[src/rtl/enc8b10b_pkg.sv]
// Shared 8B/10B link definitions: the K-characters the scheduler frames with,
// the scheduler state encoding, and the channel-to-SOP mapping.
package enc8b10b_pkg;

  // Special characters, sent with the K flag set.
  localparam logic [7:0] K28_5 = 8'hBC;  // idle fill and comma
  localparam logic [7:0] K27_7 = 8'hFB;  // start of packet, channel 0
  localparam logic [7:0] K28_2 = 8'h5C;  // start of packet, channel 1
  localparam logic [7:0] K29_7 = 8'hFD;  // end of packet

  typedef enum logic [1:0] {
    ST_ALIGN,
    ST_IDLE,
    ST_PAYLOAD,
    ST_EOP
  } link_state_e;

  // One character as seen by the encoder.
  typedef struct packed {
    logic       k;
    logic [7:0] data;
  } tx_char_t;

  // Each channel has its own start-of-packet code so the far end can
  // demultiplex without any side band.
  function automatic logic [7:0] sop_code(input logic ch);
    return ch ? K28_2 : K27_7;
  endfunction

endpackage

[src/rtl/tx_rr_arbiter.sv]
// Two-way round-robin arbiter. Purely combinational: the caller holds the
// previous grant and decides when a new decision is committed.
module tx_rr_arbiter (
  input  logic [1:0] req,
  input  logic       prev_grant,
  output logic       grant,
  output logic       any_req
);

  // Contention goes to the channel that did not win last time; a lone
  // requester always wins.
  always_comb begin
    // NOTE: every output gets a default before the branches, so no path
    // leaves a value unassigned and no latch can be inferred.
    any_req = |req;
    grant   = prev_grant;
    if (req == 2'b11) begin
      grant = ~prev_grant;
    end else if (req[1]) begin
      grant = 1'b1;
    end else if (req[0]) begin
      grant = 1'b0;
    end
  end

endmodule

[src/rtl/tx_link_sched.sv]
// Transmit link scheduler in front of the 8B/10B encoder. Multiplexes two
// byte-stream channels onto one character-per-clock link, frames packets
// with SOP/EOP K-characters, and keeps the far-end decoder aligned with an
// initial comma burst, K28.5 idle fill and forced periodic commas.
module tx_link_sched
  import enc8b10b_pkg::*;
#(
  parameter int ALIGN_CNT      = 16,
  parameter int COMMA_INTERVAL = 256
) (
  input  logic        clk,
  input  logic        rst_n,
  input  logic        tx_en,
  input  logic [1:0]  ch_valid,
  input  logic [15:0] ch_data,
  input  logic [1:0]  ch_last,
  output logic [1:0]  ch_ready,
  output logic [7:0]  tx_data,
  output logic        tx_k,
  output logic        busy,
  output logic        grant
);

  localparam int ALIGN_W = $clog2(ALIGN_CNT + 1);
  localparam int RUN_W   = $clog2(COMMA_INTERVAL + 1);

  localparam logic [ALIGN_W-1:0] ALIGN_LOAD = ALIGN_W'(ALIGN_CNT);
  localparam logic [RUN_W-1:0]   RUN_MAX    = RUN_W'(COMMA_INTERVAL);

  // Registered state.
  link_state_e        state;
  logic [ALIGN_W-1:0] align_cnt;
  logic [RUN_W-1:0]   run_cnt;

  // Next-state decisions.
  link_state_e        nxt_state;
  logic [ALIGN_W-1:0] nxt_align;
  logic               nxt_grant;
  tx_char_t           nxt_char;
  logic               nxt_is_comma;

  // Arbiter view of the requesters.
  logic               arb_grant;
  logic               any_req;
  logic               comma_due;
  logic               grant_valid;
  logic               grant_last;
  logic [7:0]         grant_data;

  // The run counter reaching its limit means the link has carried the
  // longest allowed stretch without a comma; the next character must be one.
  assign comma_due = (run_cnt == RUN_MAX);

  // Byte presented by the channel that owns the current packet.
  assign grant_valid = ch_valid[grant];
  assign grant_last  = ch_last[grant];
  assign grant_data  = grant ? ch_data[15:8] : ch_data[7:0];

  tx_rr_arbiter u_arb (
    .req        (ch_valid),
    .prev_grant (grant),
    .grant      (arb_grant),
    .any_req    (any_req)
  );

  // Ready depends only on state and counters so a source may wait for ready
  // before raising valid without forming a combinational loop.
  always_comb begin
    ch_ready = 2'b00;
    if (state == ST_PAYLOAD && !comma_due) begin
      ch_ready = grant ? 2'b10 : 2'b01;
    end
  end

  // Packet framing is in progress from the first payload slot until EOP
  // has gone out.
  assign busy = (state == ST_PAYLOAD) || (state == ST_EOP);

  // Choose the next character and state; a due comma freezes everything.
  always_comb begin
    nxt_char.k    = 1'b1;
    nxt_char.data = K28_5;
    nxt_state     = state;
    nxt_align     = align_cnt;
    nxt_grant     = grant;
    if (!comma_due) begin
      case (state)
        ST_ALIGN: begin
          nxt_align = align_cnt - ALIGN_W'(1);
          if (align_cnt == ALIGN_W'(1)) begin
            nxt_state = ST_IDLE;
          end
        end
        ST_IDLE: begin
          // tx_en gates only the start of a packet.
          if (tx_en && any_req) begin
            nxt_char.data = sop_code(arb_grant);
            nxt_grant     = arb_grant;
            nxt_state     = ST_PAYLOAD;
          end
        end
        ST_PAYLOAD: begin
          // An empty source is covered with K28.5 filler, packet stays open.
          if (grant_valid) begin
            nxt_char.k    = 1'b0;
            nxt_char.data = grant_data;
            if (grant_last) begin
              nxt_state = ST_EOP;
            end
          end
        end
        ST_EOP: begin
          nxt_char.data = K29_7;
          nxt_state     = ST_IDLE;
        end
        default: begin
          nxt_state = ST_ALIGN;
        end
      endcase
    end
    // Data bytes equal to 8'hBC are not commas; only the K-character counts.
    nxt_is_comma = nxt_char.k && (nxt_char.data == K28_5);
  end

  // State, counters and the link character all update on the rising edge.
  always_ff @(posedge clk or negedge rst_n) begin
    // NOTE: all state uses non-blocking assignments so every register
    // samples the values from before this edge, regardless of statement order.
    if (!rst_n) begin
      // NOTE: the output character is reset too, so the encoder sees a clean
      // comma the instant reset asserts and a mid-packet abort sends no EOP.
      state     <= ST_ALIGN;
      align_cnt <= ALIGN_LOAD;
      run_cnt   <= '0;
      tx_data   <= K28_5;
      tx_k      <= 1'b1;
      grant     <= 1'b1;
    end else begin
      state     <= nxt_state;
      align_cnt <= nxt_align;
      grant     <= nxt_grant;
      tx_data   <= nxt_char.data;
      tx_k      <= nxt_char.k;
      if (nxt_is_comma) begin
        run_cnt <= '0;
      end else if (run_cnt != RUN_MAX) begin
        run_cnt <= run_cnt + RUN_W'(1);
      end
    end
  end

endmodule

[config.mk]
export PLATFORM = sky130hd
export DESIGN_NAME = tx_link_sched
export DESIGN_NICKNAME = d
export VERILOG_FILES = /design/src/rtl/enc8b10b_pkg.sv /design/src/rtl/tx_rr_arbiter.sv /design/src/rtl/tx_link_sched.sv
export SDC_FILE = /design/constraint.sdc
export NUM_CORES = 1
export LEC_CHECK = 0
export ABC_AREA = 1
export BUFFER_PORTS_ARGS = -buffer_cell sky130_fd_sc_hd__buf_4
export CAP_MARGIN = 0
export CORE_MARGIN = 8
export CORE_UTILIZATION = 50
export DETAILED_ROUTE_END_ITERATION = 10
export GPL_TIMING_DRIVEN = 0
export MAX_ROUTING_LAYER = met4
export PLACE_DENSITY = 0.85
export REMOVE_ABC_BUFFERS = 1
export SETUP_SLACK_MARGIN = 0.15
export SLEW_MARGIN = 20
export SYNTH_ARGS = -nofsm -noshare
export SYNTH_HDL_FRONTEND = slang
export SYNTH_SLANG_ARGS = --single-unit
[constraint.sdc]
create_clock -name clk -period 2.4 [get_ports clk]
set_input_delay 0.24 -clock clk [delete_from_list [all_inputs] [get_ports clk]]
set_output_delay 0.24 -clock clk [all_outputs]
set_load 0.01 [all_outputs]
==> metrics.md <==
| Metric | Value |
|---|---|
| Die ar. | 5070 µm² |
| Vias in the first global route | 1243 |
| NumNets Final | 271 |
| Average wire per standard cell | around 11 µm |
| Max incr delay on CP | 0.45 ns |
| Mapped cell area | around 1500 µm² |
| Relative slew slack | roughly 76% |
| Clock Tree Buf Depth | 2 |
| Endpoints failing setup | 0 |
| Fin. Hold Viols | 0 |
| TritonCTS Sinks | 26 |
| Layout overhead on the synthesized area | 21.7% |
| Syn_area_per_cell | between 7 and 8 µm² |
| Crit path capture type | flop |
| Setup_tns | 0 ns |
| Fmax | 487 MHz |
| GRT overflow | 0 |
| Share of layout cells above drive strength 1 | between 20% and 30% |
| Core ar. | between 2000 and 3000 µm² |
| Status | finished clean |
| CTS Buf Count | 3 |
| Final Non-Filler Cells | 270 |
| Initial antenna violation count | 0 |
| # diodes | 0 |
| FF/Latch Area | about 660 µm² |
| Multi-input gate area | 737 µm² |
| Rows | 20 |
| Unrepaired setup endpoints after global routing | false |
| Port buffer count | 35 |
| Pre-CTS setup slack | between 0.3 and 0.4 ns |
| Final cycle utilization of the critical path | a little under nine tenths |
| H-Tree Depth | 1 |
| Vias | between 1000 and 1500 |
| CP max FO | 10 |
| Minimum clock period | 2.05 ns |
| Placer Congestion | around 0.88 |
| Post-DP HPWL | 2390 µm |
| Placed Instances | approximately 270 |
| Detailed Routing Iterations Pass 1 | 4 |
| Worst-path clk slew | 0.12 ns |
| Final Power | around 2100 µW |
| First-pass GRT wire length | approximately 5300 µm |
| Maxcap violations | 0 |
| Power Density | around 1100 nW/µm² |
| Crit path DAT | ~2.3 ns |
| R2R setup slack | between 0.3 and 0.4 ns |
| FF+latch count, synth | 26 |
| Clock Latency Late Sink | around 0.30 ns |
| Tot GR Track Use | 12.9% |
| Critical path class | reg -> reg |
| R2R Path Start | state[0] |
| Tightest Pin Transition | around 0.35 ns |
| Largest net degree at the start of global routing | 27 |
| Unique masters post-synth | 20 |
| Critical path data required time | between 2 and 3 ns |
| Die Ht | slightly above 70 µm |
| Final worst-path setup slack | approximately 0.35 ns |
| Critical path startpoint | state[0] |
| Crit path cell chain | inv_1 > ha_2 > inv_1 > a21oi_1 > nand2_1 > o21ai_0 > nand2_1 > nor2_4 > nor2_1 |
| Fillers | about 250 |
| Worst setup SP type | flop |
| Hold path endpoint | tx_data[5] |
| Register area share after synthesis | a little over two fifths |
| Worst Reg2Reg Path Length in Cells | 9 |
| DRC | 0 |
| Max Clock Skew | between 0.0015 and 0.002 ns |
| Wirelength, routed | a little over 3000 µm |
| CTS tree | built |
| Hold Crit Start | ch_data[5] |
| Hold path depth | 5 |
| Final Max Slew Viols | 0 |
| Syn Inst Count | between 150 and 200 |
| Static Leak | 0.000980 µW |
| Initial DRC count | 75 |
| Yosys warning total | 0 |
| Vias per cell | between 4 and 5 |
| CTS root buf | clkbuf_4 |
| Die width | between 70 and 80 µm |
| Final ANT Viol Nets | 0 |
| Hold Path Class | in -> reg |
| VDD IR max | approximately 0.00064 V |
| Slowest-stage cell, CP | dfrtp_1 |
| FF-to-FF End | run_cnt[6] |
| I/O pins | 36 |
| Initial core utilization | 51.2% |
-- logic make-up (layout without fill, tap and decap cells) --
group | Yosys count | after routing | synth area share (%)
compound gates | 18 | 18 | 6.08
xor+xnor | 10 | 10 | 5.75
fa+ha+maj | 10 | 10 | 8.21
buf+inv | 33 | 71 | 8.46
flops | 26 | 26 | 43.3
simple gates | 102 | 102 | 28.2
-- critical path: cells and delay by family (launching register included) --
family / cells / cell delay [ns]
flops: 1 / 0.45
simple gates: 4 / 0.52
compound gates: 2 / 0.42
fa+ha+maj: 1 / 0.31
buf+inv: 2 / 0.24
-- cell usage in the layout, fill, tap and decap left out --
cell	instances
a21oi_1	4
buf_4	35
clkbuf_1	1
clkbuf_4	3
dfrtp_1	18
dfstp_2	8
dlygate4sd3_1	1
ha_1	9
ha_2	1
inv_1	30
inv_2	1
nand2_1	54
nand2_2	1
nand2_4	1
nand3_1	18
nand4_1	2
nor2_1	24
nor2_4	1
nor3_1	1
o21ai_0	13
o31ai_1	1
xnor2_1	2
xor2_1	8
-- through the flow --
stage	utilization [%]	hold WS, ns	cell area [µm²]
CTS	62.2	0.258	1850
detailed placement	61.0	0.157	1820
global route	62.3	0.273	1850
finish	62.3	0.263	1850
global placement	61.0	0.155	1820
floorplan	-	-0.0556	1510
-- worst max-delay path by stage --
stage | endpoint | slack, ns | cells past startpoint
2_1_floorplan | run_cnt[0] | 0.70 | 9
3_3_place_gp | run_cnt[6] | 0.40 | 9
3_5_place_dp | run_cnt[6] | 0.36 | 9
4_1_cts | run_cnt[2] | 0.32 | 9
5_1_grt | run_cnt[5] | 0.18 | 9
6_report | run_cnt[6] | 0.35 | 9
-- area by class of cell --
cell class	instances	area share, %
inverter	31	6.28
tap	33	2.23
timing repair buffer	36	14.7
clock buffer	4	1.42
sequential	26	35.6
multi-input combinational	140	39.7
-- registers in the layout, indices dropped and copies added (netlist names) --
signal and flops:
tx_data 8, tx_k 1, align_cnt 5, grant 1, run_cnt 9, state 2
-- Yosys cell counts --
master	n	area share, %
nand2_1	54	13
inv_1	30	7.4
nor2_1	24	5.9
dfrtp_1	18	30
nand3_1	18	5.9
o21ai_0	13	4.3
ha_1	10	8.2
dfstp_2	8	14
xor2_1	8	4.6
a21oi_1	4	1.3
nand4_1	2	0.82
xnor2_1	2	1.1
buf_2	1	0.33
buf_4	1	0.49
inv_2	1	0.25
nand2_2	1	0.41
nand2_4	1	0.74
nor2_4	1	0.74
nor3_1	1	0.33
o31ai_1	1	0.49
-- where the power goes --
group          switching [µW]  total (µW)  internal [µW]
Sequential                133         795            662
Combinational             687        1140            454
Clock                     113         178           64.8
-- timing repair --
item                                    in CTS  in global routing
hold endpoints to repair                    18                  0
hold buffers                                 1                  0
endpoints found under the setup margin       0                  9
gates resized for setup                      0                  1
buffers inserted                             0                  0
-- layer usage --
layer	GRT usage [%]	part of all wire, %	up-vias	wire length, µm
met4	2.77	0.49	0	15
met2	22.4	51	22	1550
met1	14.1	43	601	1330
met5	-	0	-	0
li1	-	-	690	-
met3	3.81	5.5	2	169
Note: power is estimated with default switching activity, not from simulation.
